<file path="src/rtl/lbm_pkg.sv">
// Shared LBM definitions: D2Q9 direction indices, lattice vectors,
// opposite-direction map and Q3.13 constants used by collider and streamer.
package lbm_pkg;

  localparam int DATA_W = 16;
  localparam int N_DIR  = 9;

  localparam logic [3:0] DIR_NULL = 4'd0;
  localparam logic [3:0] DIR_N    = 4'd1;
  localparam logic [3:0] DIR_NE   = 4'd2;
  localparam logic [3:0] DIR_E    = 4'd3;
  localparam logic [3:0] DIR_SE   = 4'd4;
  localparam logic [3:0] DIR_S    = 4'd5;
  localparam logic [3:0] DIR_SW   = 4'd6;
  localparam logic [3:0] DIR_W    = 4'd7;
  localparam logic [3:0] DIR_NW   = 4'd8;

  // Q3.13: 1.0, 4/9, 1/9, 1/36
  localparam logic [DATA_W-1:0] Q_ONE = 16'h2000;
  localparam logic [DATA_W-1:0] Q_W0  = 16'h0E39;
  localparam logic [DATA_W-1:0] Q_W1  = 16'h038E;
  localparam logic [DATA_W-1:0] Q_W2  = 16'h00E4;

  typedef enum logic {
    ST_IDLE,
    ST_WRITE
  } state_t;

  function automatic logic signed [1:0] dir_dx(input logic [3:0] d);
    case (d)
      DIR_NE, DIR_E, DIR_SE: return 2'sd1;
      DIR_SW, DIR_W, DIR_NW: return -2'sd1;
      default:               return 2'sd0;
    endcase
  endfunction

  function automatic logic signed [1:0] dir_dy(input logic [3:0] d);
    case (d)
      DIR_N, DIR_NE, DIR_NW: return 2'sd1;
      DIR_SE, DIR_S, DIR_SW: return -2'sd1;
      default:               return 2'sd0;
    endcase
  endfunction

  function automatic logic [3:0] dir_opp(input logic [3:0] d);
    case (d)
      DIR_N:   return DIR_S;
      DIR_NE:  return DIR_SW;
      DIR_E:   return DIR_W;
      DIR_SE:  return DIR_NW;
      DIR_S:   return DIR_N;
      DIR_SW:  return DIR_NE;
      DIR_W:   return DIR_E;
      DIR_NW:  return DIR_SE;
      default: return DIR_NULL;
    endcase
  endfunction

endpackage

</file>
<file path="src/rtl/lbm_stream_addr.sv">
// Destination of one population: periodic wrap, or with
// LBM_STREAMER_BOUNCE_BACK_EN half-way bounce-back at all four walls.
module lbm_stream_addr
  import lbm_pkg::*;
#(
  parameter int GRID_W = 64,
  parameter int GRID_H = 64,
  parameter int X_W    = 6,
  parameter int Y_W    = 6
) (
  input  logic [X_W-1:0] x,
  input  logic [Y_W-1:0] y,
  input  logic [3:0]     dir,
  output logic [3:0]     plane,
  output logic [X_W-1:0] dest_x,
  output logic [Y_W-1:0] dest_y
);

  localparam logic [X_W-1:0] X_MAX = X_W'(GRID_W - 1);
  localparam logic [Y_W-1:0] Y_MAX = Y_W'(GRID_H - 1);

  logic signed [1:0] dx;
  logic signed [1:0] dy;
  logic              x_lo;
  logic              x_hi;
  logic              y_lo;
  logic              y_hi;
  logic [X_W-1:0]    wx;
  logic [Y_W-1:0]    wy;

  assign dx   = dir_dx(dir);
  assign dy   = dir_dy(dir);
  assign x_lo = (x == '0);
  assign x_hi = (x == X_MAX);
  assign y_lo = (y == '0);
  assign y_hi = (y == Y_MAX);

  // Periodic neighbour in x: edge compare selects the wrapped value
  always_comb begin
    wx = x;
    unique case (1'b1)
      (dx == 2'sd1):  wx = x_hi ? '0 : x + X_W'(1);
      (dx == -2'sd1): wx = x_lo ? X_MAX : x - X_W'(1);
      default:        wx = x;
    endcase
  end

  // Periodic neighbour in y
  always_comb begin
    wy = y;
    unique case (1'b1)
      (dy == 2'sd1):  wy = y_hi ? '0 : y + Y_W'(1);
      (dy == -2'sd1): wy = y_lo ? Y_MAX : y - Y_W'(1);
      default:        wy = y;
    endcase
  end

`ifdef LBM_STREAMER_BOUNCE_BACK_EN
  logic off_grid;

  assign off_grid = ((dx == 2'sd1)  && x_hi) ||
                    ((dx == -2'sd1) && x_lo) ||
                    ((dy == 2'sd1)  && y_hi) ||
                    ((dy == -2'sd1) && y_lo);

  // Leaving populations reflect into the opposite plane of the source cell
  always_comb begin
    plane  = dir;
    dest_x = wx;
    dest_y = wy;
    if (off_grid) begin
      plane  = dir_opp(dir);
      dest_x = x;
      dest_y = y;
    end
  end
`else
  assign plane  = dir;
  assign dest_x = wx;
  assign dest_y = wy;
`endif

endmodule

</file>
<file path="src/rtl/lbm_streamer.sv">
// Streaming writer: takes one cell of nine populations, writes each to its
// destination plane/cell. Option macro: LBM_STREAMER_BOUNCE_BACK_EN.
module lbm_streamer
  import lbm_pkg::*;
#(
  parameter int GRID_W = 64,
  parameter int GRID_H = 64,
  parameter int X_W    = 6,
  parameter int Y_W    = 6
) (
  input  logic                  clk,
  input  logic                  rst,
  input  logic                  clr,
  input  logic                  in_valid,
  output logic                  in_ready,
  input  logic [9*DATA_W-1:0]   f_in,
  output logic                  mem_we,
  output logic [4+Y_W+X_W-1:0]  mem_addr,
  output logic [DATA_W-1:0]     mem_wdata,
  input  logic                  mem_ready,
  output logic                  busy,
  output logic                  frame_done,
  output logic [X_W-1:0]        cell_x,
  output logic [Y_W-1:0]        cell_y
);

  localparam int ADDR_W = 4 + Y_W + X_W;
  localparam logic [X_W-1:0] X_MAX = X_W'(GRID_W - 1);
  localparam logic [Y_W-1:0] Y_MAX = Y_W'(GRID_H - 1);

  state_t                state_q;
  state_t                state_d;
  logic [3:0]            dir_q;
  logic [3:0]            dir_nx;
  logic [X_W-1:0]        x_q;
  logic [Y_W-1:0]        y_q;
  logic [9*DATA_W-1:0]   f_q;
  logic [ADDR_W-1:0]     addr_q;
  logic [DATA_W-1:0]     wdata_q;
  logic                  fd_q;
  logic                  accept;
  logic                  wr_ok;
  logic                  last;
  logic [3:0]            a_plane;
  logic [X_W-1:0]        a_x;
  logic [Y_W-1:0]        a_y;

  assign accept = in_valid && in_ready;
  assign wr_ok  = (state_q == ST_WRITE) && mem_ready;
  assign last   = wr_ok && (dir_q == DIR_NW);
  assign dir_nx = accept ? DIR_NULL : dir_q + 4'd1;

  lbm_stream_addr #(
    .GRID_W (GRID_W),
    .GRID_H (GRID_H),
    .X_W    (X_W),
    .Y_W    (Y_W)
  ) u_addr (
    .x      (x_q),
    .y      (y_q),
    .dir    (dir_nx),
    .plane  (a_plane),
    .dest_x (a_x),
    .dest_y (a_y)
  );

  // State register
  always_ff @(posedge clk or posedge rst) begin
    if (rst) state_q <= ST_IDLE;
    else     state_q <= state_d;
  end

  // Next state: clr overrides everything
  always_comb begin
    state_d = state_q;
    if (clr) begin
      state_d = ST_IDLE;
    end else begin
      case (state_q)
        ST_IDLE:  if (accept) state_d = ST_WRITE;
        ST_WRITE: if (last)   state_d = ST_IDLE;
        default:  state_d = ST_IDLE;
      endcase
    end
  end

  // Handshake outputs decoded from state
  always_comb begin
    in_ready = (state_q == ST_IDLE);
    mem_we   = (state_q == ST_WRITE);
    busy     = (state_q == ST_WRITE);
  end

  // Datapath: population shift register, address/data regs, raster
  always_ff @(posedge clk or posedge rst) begin
    if (rst) begin
      dir_q   <= DIR_NULL;
      x_q     <= '0;
      y_q     <= '0;
      f_q     <= '0;
      addr_q  <= '0;
      wdata_q <= '0;
      fd_q    <= 1'b0;
    end else if (clr) begin
      dir_q <= DIR_NULL;
      x_q   <= '0;
      y_q   <= '0;
      fd_q  <= 1'b0;
    end else begin
      fd_q <= last && (x_q == X_MAX) && (y_q == Y_MAX);
      if (accept) begin
        dir_q   <= DIR_NULL;
        f_q     <= f_in >> DATA_W;
        wdata_q <= f_in[DATA_W-1:0];
        addr_q  <= {a_plane, a_y, a_x};
      end else if (wr_ok) begin
        dir_q   <= dir_nx;
        f_q     <= f_q >> DATA_W;
        wdata_q <= f_q[DATA_W-1:0];
        addr_q  <= {a_plane, a_y, a_x};
        if (last) begin
          if (x_q == X_MAX) begin
            x_q <= '0;
            y_q <= (y_q == Y_MAX) ? '0 : y_q + Y_W'(1);
          end else begin
            x_q <= x_q + X_W'(1);
          end
        end
      end
    end
  end

  assign mem_addr   = addr_q;
  assign mem_wdata  = wdata_q;
  assign frame_done = fd_q;
  assign cell_x     = x_q;
  assign cell_y     = y_q;

endmodule

</file>
<file path="config.mk">
export PLATFORM = sky130hd
export DESIGN_NAME = lbm_streamer
export DESIGN_NICKNAME = d
export VERILOG_FILES = /design/src/rtl/lbm_pkg.sv /design/src/rtl/lbm_stream_addr.sv /design/src/rtl/lbm_streamer.sv
export SDC_FILE = /design/constraint.sdc
export NUM_CORES = 1
export LEC_CHECK = 0
export ABC_AREA = 1
export ABC_CLOCK_PERIOD_IN_PS = 15330
export CORE_ASPECT_RATIO = 0.9
export CORE_MARGIN = 4
export CORE_UTILIZATION = 50
export DETAILED_ROUTE_END_ITERATION = 8
export PLACE_DENSITY = 0.81
export SETUP_SLACK_MARGIN = 0.2
export SLEW_MARGIN = 40
export SYNTH_ARGS = -nofsm -noshare
export SYNTH_HDL_FRONTEND = slang
export SYNTH_HIERARCHICAL = 1
export SYNTH_SLANG_ARGS = --single-unit
export TNS_END_PERCENT = 100
</file>
<file path="constraint.sdc">
create_clock -name clk -period 15.33 [get_ports clk]
set_clock_uncertainty 0.05 [all_clocks]
set_input_delay 2.2995 -clock clk [delete_from_list [all_inputs] [get_ports clk]]
set_output_delay 2.2995 -clock clk [all_outputs]
set_load 0.1 [all_outputs]
</file>
Yosys cells after proc, flatten, opt, wreduce, memory -nomap -nowiden
Index checks and enable logic that the tools add are counted.

word-level totals
  register bits = 194
  input port bits = 149
  logic and storage cells = 82

operators by class
  add/sub/neg operators = 5
  eq/ne operators = 16
  mux-type cells = 32
  bitwise gates (word level) = 2
  reduce and logical (&&, ||, !) cells = 19

operator list
  kind                   number
  $mux W144              2
  $mux W6                13
  $mux W16               4
  $pmux W6 S2            2
  $eq A4 B3 Y1 const B   4
  $mux W4                4
  $add A6 B1 Y6 const B  2
  $eq A6 B6 Y1 const B   2
  $logic_not A6 Y1       2
  $reduce_or A3 Y1       4
  $sub A6 B1 Y6 const B  2
  $eq A4 B2 Y1 const B   2
  $eq A4 B4 Y1 const B   2
  $pmux W2 S2            2
  $reduce_bool A2 Y1     4
  $logic_and A1 B1 Y1    5
  $add A4 B1 Y4 const B  1
  $eq A2 B1 Y1 const B   2
  $eq A2 B2 Y1 const B   2
  $eq A4 B1 Y1 const B   1
  $mux W1                4
  $reduce_and A4 Y1      1
  $reduce_and A3 Y1      1
  $reduce_bool A3 Y1     1
  other kinds (4)        5

Logic depth before layout (Yosys ltp)
  depth in word-level cells = 10
  mapped depth = 15
  mapped depth without buffers = 13

Modules after synthesis
Netlist, hierarchy kept.

by module, submodules not included
  module           instances  cells each  area an instance (sq um)  seq. area each (sq um)
  lbm_streamer     1          1016        8473.1                    4454.3
  lbm_stream_addr  1          163         812.0                     0.0

Least setup slack after synthesis
OpenSTA, ideal clock, no wires.

  path type = register to output
  start point = reg state_q, in the netlist busy
  end point = out in_ready
  arrival time = 1.502 ns
  path slack = 11.479 ns
  stages on the path, launching flop included = 2
  path through = dfrtp_1 inv_2

on the way
  longest elaborated chain between the ends = 1

RTL lines
  item                      RTL line            source
  start: declaration        lbm_streamer.sv:31  state_t state_q;
  start signal: assignment  lbm_streamer.sv:70  else state_q <= state_d;
  $not A1 Y1                --
  end: declaration          lbm_streamer.sv:15  output logic in_ready,

Every way passes these cells.

Worst setup path in the final report
  start point = in clr
  end point = reg f_q[71]

on the way
  longest elaborated chain between the ends = 2

RTL lines
  item                                RTL line             source
  start: declaration                  lbm_streamer.sv:13   input logic clr,
  $not A1 Y1 (no source line)         --
  $reduce_and A2 Y1 (no source line)  --
  end signal: assignment              lbm_streamer.sv:113  f_q <= f_in >> DATA_W;
  end signal: assignment              lbm_streamer.sv:118  f_q <= f_q >> DATA_W;
  end: declaration                    lbm_streamer.sv:37   logic [9*DATA_W-1:0] f_q;

Every way passes these cells.
A chain may end at the register's enable or synchronous reset.

==> results.txt <==
* Result of the run: completed
- Post-CTS timing repair inserted 0 buffers for setup.
* Drt via density: 5.21
- Walking the worst path, the cells encountered are clkdlybuf4s50_1 -> inv_2 -> nand3_1 -> nand2_8 -> clkbuf_8 -> o211ai_1 -> o21ai_1.
- Row generation in the floorplan step produced 47 rows.
- Global routing used 23.3% of the available tracks across all layers.
- Pin count of the biggest net entering global routing: 124
* CP startpoint kind: input pin
* Average wire per cell in the routed design: 15.2 um
- Post-detailed-routing wire length: 24.1 mm
- Max Root-Sink Buffers: 2
* Post-detail-place hpwl: 16.6 mm
- With fillers left out, the area of the finished cells amounts to 11600 um2.
- After layout, the minimum clock period comes to 5020 ps.
* Sw Pwr: 490 uW
- The number of clock buffers added by TritonCTS is 17.
- For this block, the initial DRC count from the detailed router was 629.
- Detailed routing inserted a total of 8248 vias.
- Nets: 1484
- Total number of yosys warnings: 6
- The detail route stage leaves a number of antenna-violating nets equal to 0.
- Of the total power, the share spent switching nets is 34.7%.
- Combinational logic is responsible for 26.5% of the overall power.
- Worst setup timing slack at the placement stage: 9570 ps
* Cell Pwr Density: 122 nW/um2
- Number of I/O pins: 197
* Number of endpoints with negative hold slack in the final report: 0
- Final cell count without fillers: 1584
- Counting tap cells, the placed design contains a total of 1551 instances.
- Diodes inserted: 0
- Clock-pin slew reported for the worst setup and hold paths after clock tree synthesis: 70 ps
- Setup violations remaining at the end of the flow were counted as 0.
- In the synthesized netlist, mux cells make up 0% of the area.
* Measured slew at the worst slew-check pin: 759 ps
* Antenna violations before repair: 2
* Total leakage power: 0.00570 uW
- Number of instances on the worst hold path: 2
- The worst path meets setup with 10310 ps of slack.
- Clock tree root driver cell: sky130_fd_sc_hd__clkbuf_16
- Each instance of the synthesized netlist takes up on average 7.88 um2.
* Async set-reset flop share out of synthesis: 100%
- Setup repair after global routing missed its margin: no
- STA puts the critical path data arrival time at 5300 ps.
- Of all nets on the critical path, the largest fanout is 123.
* Clk sink count: 178
- Summing the areas of all compound-gate instances in the mapped netlist gives 18.0% of the synthesized area.
* Clock latency at the later pin of the worst-skew pair: 430 ps
- Worst Path Required: 15610 ps
- P&R area growth vs syn: 24.7%
* Path depth of the worst reg2reg path: 6
- In this run the standard cell core region covers 18300 um2.
- Summed over all layers, the global routing overflow is 0.
* Adder and majority gate portion of the synthesized area: 1.21%
- In this run the tightest slew margin relative to its limit is 49.4%.
- The number of global-route vias before repair is 7669.
- Derived from the worst setup path, the maximum achievable clock frequency is 199 MHz.
* Pins over their slew limit: 0
- Detailed Routing Iterations Pass 1: 6
* Fin crit share: 32.7%
* Largest family of logic cells by synthesized area: simple AND/OR/NAND/NOR gates
- Largest incremental delay on the critical path: 690 ps
* Critical path capture point type: flop
- Among all flip-flop cells after synthesis, the most frequent one is sky130_fd_sc_hd__dfrtp_1.
- After Yosys synthesis, XOR and XNOR cells account for 0.472% of the synthesized area.
- In the routed design, unresolved DRC markers number 0.
- Hold/Removal Path Class: flop to flop
* Global-route wire length before repair: 38.2 mm
* Hold-fix buffers, CTS: 0
* Count of H-tree levels built during CTS: 4
- After synthesis, the netlist uses 29 different library cells.
* Placer Congestion: 0.874
* Synthesis-stage register bit count: 178
- Buffers placed on the I/O ports in this run total 196.
- Measured along the y axis, the die boundary spans 137 um.
- Post-synthesis cell area: 9290 um2
- For this configuration, the core starts out at a cell density of 50.8%.
* Max_cap viols: 0
- The critical path in this run is classified as input pin to flop.
- Sequential cell area fraction in the yosys report: 48.0%
- CTS tree: built
* Final-layout setup total negative slack: 0 ps
- When the netlist entered floorplanning its net count stood at 1337.
- Standard cell area after detailed placement: 11000 um2
- Of the total synthesized cell area, the portion taken by AND, OR, NAND and NOR gates is 21.4%.
- The slowest stage of the critical path is the sky130_fd_sc_hd__clkbuf_8 cell.
- Across the VDD grid, the largest voltage drop is 0.0770 mV.
- Mapped Cells: 1179
- The number of gates resized after CTS was 0.
- Cells with a size suffix above 1 make up 8.89% of the layout.
* Number of synthesized flops with an enable pin: 0
- The die is 152 um wide.
- Area enclosed by the die boundary: 20800 um2
* Portion of total power attributed to the clock network: 31.4%
* Power Internal: 922 uW
- Share of power burned in registers: 42.1%
## per-layer routing
layer / GRT usage, % / wire length, um
met1: 33.0 / 10700
met2: 36.1 / 11200
met3: 5.63 / 1650
met4: 6.69 / 512
met5: 0 / 27
## Yosys cell counts (all sizes together) (9+ instances only)
cell,number,area [um2]
buf,51,345
clkbuf,21,78.8
dfrtp,178,4450
ha,9,113
inv,158,593
nand2,369,1400
nand3,67,345
nand4,11,68.8
nor2,31,139
o211ai,80,646
o21ai,186,968
## power by group through the flow
stage               Sequential [uW]  Clock [uW]  Combinational (uW)
floorplan                       691           0                 184
global placement                599           0                 378
detailed placement              603           0                 373
CTS                             595         453                 376
global route                    604         471                 416
finish                          595         444                 374
## cell families (layout without fill, tap and decap cells)
logic type,count (synthesis),count (layout)
simple gates,483,483
compound gates,274,274
buf+inv,230,390
flops,178,178
fa+ha+maj,9,9
xor+xnor,5,5
## final cells by class
type	instances	area [um2]
fillers	1606	6710
flip-flops and latches	178	4450
multi-input cells	771	3840
repair buffers	200	1780
inverters	158	603
clock buffers	17	425
well taps	245	307
clock inverters	15	179
## critical path: cells and delay by family
kind	cells	cell delay (ps)
compound gates	2	350
simple gates	2	950
buf+inv	3	1570
## stage by stage
| stage | hold slack, ps | power [uW] | utilization [%] |
|---|---|---|---|
| floorplan | 403 | 875 | - |
| global placement | 408 | 977 | 61.1 |
| detailed placement | 407 | 976 | 59.9 |
| CTS | 425 | 1420 | 63.2 |
| global route | 441 | 1490 | 63.3 |
| finish | 417 | 1410 | 63.3 |
## worst paths after layout
check                      slack [ps]       endpoint   startpoint
max                             10310        f_q[71]          clr
min                               420    mem_addr[9]  mem_addr[9]
max reg2reg                     12460        f_q[71]         busy
min reg2reg                       420    mem_addr[9]  mem_addr[9]
max in group asynchronous       11710      cell_y[4]          rst
min in group asynchronous        2320  mem_wdata[10]          rst
## cells in the final DEF (no fill, tap or decap), types with 2 or more instances in the layout
master	n
sky130_fd_sc_hd__inv_1	153
sky130_fd_sc_hd__nand3_1	65
sky130_fd_sc_hd__o22ai_1	4
sky130_fd_sc_hd__nand4_1	11
sky130_fd_sc_hd__o211ai_2	9
sky130_fd_sc_hd__nand2_1	365
sky130_fd_sc_hd__o211ai_1	71
sky130_fd_sc_hd__clkbuf_16	17
sky130_fd_sc_hd__clkinv_4	6
sky130_fd_sc_hd__clkdlybuf4s50_1	148
sky130_fd_sc_hd__bufinv_16	2
sky130_fd_sc_hd__nor2_4	3
sky130_fd_sc_hd__nand3_2	2
sky130_fd_sc_hd__xor2_1	4
sky130_fd_sc_hd__o21ai_2	7
sky130_fd_sc_hd__nor2_1	28
sky130_fd_sc_hd__inv_8	2
sky130_fd_sc_hd__o21ai_1	41
sky130_fd_sc_hd__buf_2	48
sky130_fd_sc_hd__clkbuf_8	2
sky130_fd_sc_hd__nand2_2	2
sky130_fd_sc_hd__a21oi_1	3
sky130_fd_sc_hd__o21ai_0	137
sky130_fd_sc_hd__nand3b_1	2
sky130_fd_sc_hd__or2_2	3
sky130_fd_sc_hd__nand2_8	2
sky130_fd_sc_hd__inv_2	3
sky130_fd_sc_hd__dfrtp_1	178
sky130_fd_sc_hd__ha_1	9
sky130_fd_sc_hd__inv_6	3
## sequential cells by signal, summed over array words and instances, names as in the netlist
| register | flops |
|---|---|
| f_q | 128 |
| cell_y | 6 |
| dir_q | 4 |
| mem_addr | 16 |
| mem_wdata | 16 |
| busy | 1 |
| frame_done | 1 |
| cell_x | 6 |
Power figures use the tool's default switching activity.
